$ cat config.mk
export PLATFORM = sky130hd
export DESIGN_NAME = button_debouncer
export DESIGN_NICKNAME = d
export VERILOG_FILES = /design/src/rtl/button_debouncer.sv
export SDC_FILE = /design/constraint.sdc
export NUM_CORES = 1
export LEC_CHECK = 0
export ABC_CLOCK_PERIOD_IN_PS = 2100
export BUFFER_PORTS_ARGS = -buffer_cell sky130_fd_sc_hd__buf_2
export CAP_MARGIN = 20
export CORE_MARGIN = 2
export CORE_UTILIZATION = 45
export CTS_CLUSTER_DIAMETER = 40
export DETAILED_ROUTE_END_ITERATION = 10
export SLEW_MARGIN = 20
export SYNTH_ARGS = -nofsm -noshare
export SYNTH_HDL_FRONTEND = slang
export SYNTH_SLANG_ARGS = --single-unit
$ cat constraint.sdc
create_clock -name clk -period 2.1 [get_ports clk]
set_input_delay 0.63 -clock clk [delete_from_list [all_inputs] [get_ports clk]]
set_output_delay 0.63 -clock clk [all_outputs]
set_load 0.01 [all_outputs]
$ cat src/rtl/button_debouncer.sv
// button_debouncer: synchronizes a raw bouncing push-button input and accepts
// a level change only after DEBOUNCE_CYCLES consecutive stable cycles.
//
// Optional feature: define DEBOUNCE_AUTOREPEAT_EN to add auto-repeat, which
// re-pulses btn_rise every REPEAT_CYCLES cycles while the button stays HIGH.
//
// Ports:
//   clk        in   system clock, rising edge
//   rst_a_n    in   asynchronous active-low reset
//   btn_raw    in   raw asynchronous button level, active-high
//   btn_level  out  debounced level (registered)
//   btn_rise   out  one-cycle pulse on accepted press / auto-repeat (registered)
//   btn_fall   out  one-cycle pulse on accepted release (registered)
module button_debouncer #(
  parameter int unsigned DEBOUNCE_CYCLES = 500000,
  parameter int unsigned CNT_W           = 25,
  parameter int unsigned REPEAT_CYCLES   = 25000000
) (
  input  logic clk,
  input  logic rst_a_n,
  input  logic btn_raw,
  output logic btn_level,
  output logic btn_rise,
  output logic btn_fall
);

  localparam logic [CNT_W-1:0] DEB_LAST = CNT_W'(DEBOUNCE_CYCLES - 1);

  // Reject parameter values the counters cannot represent.
  if ((DEBOUNCE_CYCLES < 1) || ((DEBOUNCE_CYCLES >> CNT_W) != 0) ||
      (REPEAT_CYCLES < 1) || ((REPEAT_CYCLES >> CNT_W) != 0)) begin : g_bad_cfg
    $error("button_debouncer: cycle parameters out of range for CNT_W");
  end

  typedef enum logic [1:0] {
    ST_LOW       = 2'd0,
    ST_WAIT_HIGH = 2'd1,
    ST_HIGH      = 2'd2,
    ST_WAIT_LOW  = 2'd3
  } state_t;

  logic             sync1_q;
  logic             sync_q;
  state_t           state_q, state_d;
  logic [CNT_W-1:0] cnt_q, cnt_d;
  logic             level_q, level_d;
  logic             rise_q, rise_d;
  logic             fall_q, fall_d;

`ifdef DEBOUNCE_AUTOREPEAT_EN
  localparam logic [CNT_W-1:0] RPT_LAST = CNT_W'(REPEAT_CYCLES - 1);
  logic [CNT_W-1:0] rpt_q, rpt_d;
`endif

  // Two-flop synchronizer; only sync_q is used downstream.
  always_ff @(posedge clk or negedge rst_a_n) begin
    if (!rst_a_n) begin
      sync1_q <= 1'b0;
      sync_q  <= 1'b0;
    end else begin
      sync1_q <= btn_raw;
      sync_q  <= sync1_q;
    end
  end

  // Next-state, counter and pulse logic.
  always_comb begin
    state_d = state_q;
    cnt_d   = cnt_q;
    rise_d  = 1'b0;
    fall_d  = 1'b0;

    unique case (state_q)
      ST_LOW: begin
        if (sync_q) begin
          state_d = ST_WAIT_HIGH;
          cnt_d   = '0;
        end
      end
      ST_WAIT_HIGH: begin
        if (!sync_q) begin
          state_d = ST_LOW;
        end else if (cnt_q == DEB_LAST) begin
          state_d = ST_HIGH;
          rise_d  = 1'b1;
        end else begin
          cnt_d = cnt_q + CNT_W'(1);
        end
      end
      ST_HIGH: begin
        if (!sync_q) begin
          state_d = ST_WAIT_LOW;
          cnt_d   = '0;
        end
      end
      ST_WAIT_LOW: begin
        if (sync_q) begin
          state_d = ST_HIGH;
        end else if (cnt_q == DEB_LAST) begin
          state_d = ST_LOW;
          fall_d  = 1'b1;
        end else begin
          cnt_d = cnt_q + CNT_W'(1);
        end
      end
      default: begin
        state_d = ST_LOW;
        cnt_d   = '0;
      end
    endcase

`ifdef DEBOUNCE_AUTOREPEAT_EN
    // Repeat count restarts on every entry to HIGH and only runs while HIGH
    // is held; it cannot coincide with a fall pulse.
    rpt_d = '0;
    if ((state_q == ST_HIGH) && (state_d == ST_HIGH)) begin
      if (rpt_q == RPT_LAST) begin
        rise_d = 1'b1;
      end else begin
        rpt_d = rpt_q + CNT_W'(1);
      end
    end
`endif

    level_d = (state_d == ST_HIGH) || (state_d == ST_WAIT_LOW);
  end

  // State and registered outputs.
  always_ff @(posedge clk or negedge rst_a_n) begin
    if (!rst_a_n) begin
      state_q <= ST_LOW;
      cnt_q   <= '0;
      level_q <= 1'b0;
      rise_q  <= 1'b0;
      fall_q  <= 1'b0;
`ifdef DEBOUNCE_AUTOREPEAT_EN
      rpt_q   <= '0;
`endif
    end else begin
      state_q <= state_d;
      cnt_q   <= cnt_d;
      level_q <= level_d;
      rise_q  <= rise_d;
      fall_q  <= fall_d;
`ifdef DEBOUNCE_AUTOREPEAT_EN
      rpt_q   <= rpt_d;
`endif
    end
  end

  assign btn_level = level_q;
  assign btn_rise  = rise_q;
  assign btn_fall  = fall_q;

endmodule

==> summary.txt <==
Critical path
  • Worst-path maximum fanout: 14
  • Worst setup path end: cnt_q[21]
  • End of the worst register-to-register path: cnt_q[21]
  • Critical path startpoint category: flop
  • Kind of critical path: flop to flop
  • Startpoint of the most critical register-to-register path: cnt_q[5]
  • Endpoint kind of the worst setup timing path: flop
  • Worst reg-to-reg setup slack: 0.10 ns
  • Required time of the worst setup path: 2.30 ns
  • CP Data Arrival Time: 2.20 ns
  • Worst R2R Path Depth: 4
  • Launching instance or port of the critical path: cnt_q[5]

GRT
  • First-pass GRT wire length: 6.85 mm
  • GRT Total Usage: 20.7%
  • Number of global-route vias before repair: 1474
  • Initial antenna violation count: 0
  • Leftover overflow at the end of global routing: 0
  • Pin count of the biggest net entering global routing: 32

STA
  • Post-Route Skew: 0.00299 ns
  • Slew at the pin with the worst max-slew slack: 0.816 ns
  • Max Freq: 500 MHz
  • Final max-slew violation count: 0
  • Tightest slew margin relative to the limit: 45.4%
  • Accumulated negative setup slack: 0 ns
  • Unrepaired setup endpoints after global routing: false
  • Final period util: 95.2%
  • Endpoints failing hold: 0
  • Setup violation total in the final timing report: 0
  • Minimum clock period after layout: 2.00 ns
  • Worst hold-check slack: 0.371 ns

Drt
  • Number of DRC violations after detailed routing: 0
  • Final Routed Wirelength: 3.96 mm
  • Routed length per placed instance: 16.6 um
  • Remaining number of nets flagged by the antenna check after routing: 0
  • Overall via count from detail_route: 1457
  • Routed via count divided by cell count: 6.12
  • Pre-Repair DR Iteration Count: 4
  • DRT iter0 DRCs: 80

Hold path
  • Worst hold-check path type: flop to flop
  • Start point of the worst min-delay path: sync1_q

Finish
  • Most common library cell in the layout ignoring fill and taps: sky130_fd_sc_hd__dfrtp_1
  • Core Util, Final: 52.4%
  • Area grow syn2layout: 11.6%
  • Final net count: 193
  • Antenna fix cells: 0
  • Commonest cells after routing, fill and taps aside: 31 x sky130_fd_sc_hd__dfrtp_1, 19 x sky130_fd_sc_hd__nand2_1, 15 x sky130_fd_sc_hd__a21oi_1
  • Fraction of final layout cells sized beyond drive strength 1: 16.8%

Die
  • Die height: 65.8 um
  • Die area: 4330 um^2
  • Initial Util: 47.0%
  • I/O Pins: 6
  • Number of cell rows: 22
  • Die W: 65.8 um
  • Core footprint: 3660 um^2

Clock tree
  • Clock tree from TritonCTS: yes
  • Number of post-CTS setup repair buffers: 0
  • Clock slew at the register clock pins of the worst setup and hold paths: 0.06 ns
  • CTS Buf Count: 5
  • Master cell of the clock root buffer: sky130_fd_sc_hd__clkbuf_8
  • Worst-Skew Late Latency: 0.28 ns
  • Hold buffers post-CTS: 0
  • Number of buffers on the longest clock path: 2
  • Resized cells post-CTS: 0
  • Clk sink count: 31
  • Level count of the clock H-tree: 2

Run
  • Max-cap check violation count: 0

Yosys
  • Number of enable-type register cells in the synthesized netlist: 0
  • Average footprint of a synthesized cell: 9.77 um^2
  • Number of nets produced by synthesis: 180
  • Count of warnings emitted by yosys: 0
  • Distinct cell type count of the synthesized netlist: 44
  • Sequential cell area fraction in the yosys report: 45.1%
  • Flip-flop and latch count after synthesis: 31
  • Post-synthesis instance total: 176
  • Fraction of registers with async set or reset after synthesis: 100%
  • Most instantiated flip-flop cell in the synthesis netlist: sky130_fd_sc_hd__dfrtp_1
  • Cell area after synthesis: 1720 um^2

Run status
  • Outcome: finished clean

Pwr
  • Maximum ir drop on the vdd rail: 364 uV
  • Power density normalized to cell area: 620 nW/um^2
  • Leak pwr: 0.795 nW

Placed design
  • Final weighted congestion in routability-driven placement: 0.847
  • Final HPWL DP: 2.76 mm
  • Number of port buffers: 5
-- area by class of cell --
class | instances | area (um^2)
Fill cell | 338 | 1740
Timing Repair Buffer | 17 | 115
Clock buffer | 7 | 76.3
Multi-Input combinational cell | 128 | 863
Clock inverter | 1 | 5.00
Inverter | 6 | 22.5
Tap cell | 48 | 60.1
Sequential cell | 31 | 776
-- cells in the mapped netlist (2+ instances only) --
cell                       instances  share of area (%)
sky130_fd_sc_hd__nand4_2           2                1.5
sky130_fd_sc_hd__clkbuf_1          6                1.3
sky130_fd_sc_hd__or4_4             2                1.3
sky130_fd_sc_hd__o31ai_1          10                4.4
sky130_fd_sc_hd__or4_1            13                5.7
sky130_fd_sc_hd__nand2_1          19                4.1
sky130_fd_sc_hd__o31a_1            3                1.5
sky130_fd_sc_hd__o211ai_1          3                1.3
sky130_fd_sc_hd__a211oi_1          2               0.87
sky130_fd_sc_hd__o21ai_1           6                1.7
sky130_fd_sc_hd__nand3_1           7                2.0
sky130_fd_sc_hd__o41ai_1           3                1.5
sky130_fd_sc_hd__o21ai_0           5                1.5
sky130_fd_sc_hd__dfrtp_1          31                 45
sky130_fd_sc_hd__nand4_1           4                1.5
sky130_fd_sc_hd__inv_1             6                1.3
sky130_fd_sc_hd__buf_2             3               0.87
sky130_fd_sc_hd__buf_6             2                1.3
sky130_fd_sc_hd__nor2_1            2               0.44
sky130_fd_sc_hd__a21oi_1          15                4.4
sky130_fd_sc_hd__or3_1             3                1.1
sky130_fd_sc_hd__nor3b_1           3                1.3
sky130_fd_sc_hd__and3_1            5                1.8
-- worst min path at each step --
stage / endpoint / slack [ns] / cells after the start
2_1_floorplan: btn_fall / 0.33 / 0
3_3_place_gp: sync_q / 0.36 / 0
3_5_place_dp: sync_q / 0.35 / 0
4_1_cts: sync_q / 0.38 / 0
5_1_grt: sync_q / 0.38 / 0
6_report: sync_q / 0.37 / 0
-- where the power goes --
part	total, mW	switching (mW)	internal (mW)
clock network	0.442	0.210	0.232
logic	0.0890	0.0569	0.0321
registers	0.658	0.0361	0.622
total	1.19	0.303	0.886
-- critical path, stage by stage, from the launching register on --
cell and delay, ns:
sky130_fd_sc_hd__dfrtp_1 0.46, sky130_fd_sc_hd__nand4_2 0.19, sky130_fd_sc_hd__or4_4 0.62, sky130_fd_sc_hd__or4_1 0.51, sky130_fd_sc_hd__a21oi_1 0.15
-- layer usage --
| metal | global-route usage (%) | up-vias | wire, um |
|---|---|---|---|
| li1 | - | 704 | - |
| met1 | 27.9 | 710 | 1780 |
| met2 | 33.2 | 39 | 1940 |
| met3 | 5.28 | 4 | 216 |
| met4 | 5.47 | 0 | 26 |
| met5 | 0 | - | 0 |
-- metrics by stage --
stage	worst slack [ns]	instances	total power, mW	instance area [um^2]
2_1_floorplan	0.109	176	0.717	1720
3_3_place_gp	0.129	230	0.752	1830
3_5_place_dp	0.0718	230	0.758	1830
4_1_cts	0.0587	238	1.20	1920
5_1_grt	0.0242	238	1.25	1920
6_report	0.100	238	1.19	1920
-- cell families (layout without fill, tap and decap cells) --
logic type | Yosys count | in the layout | synth area share [%]
XOR/XNOR | 2 | 2 | 1.02
AND/OR/NAND/NOR | 68 | 68 | 25.4
flip-flops | 31 | 31 | 45.1
multiplexers | 3 | 3 | 2.11
buffers and inverters | 17 | 31 | 4.80
adder cells (fa/ha/maj) | 1 | 1 | 0.728
AO/OA/AOI/OAI | 54 | 54 | 20.8
-- flip-flops by register name, summed over array words and instances (netlist names) --
| name | flops |
|---|---|
| btn_fall | 1 |
| btn_level | 1 |
| btn_rise | 1 |
| cnt_q | 25 |
| state_q | 1 |
| sync1_q | 1 |
| sync_q | 1 |
No activity file was read; power rests on OpenSTA's default activity.
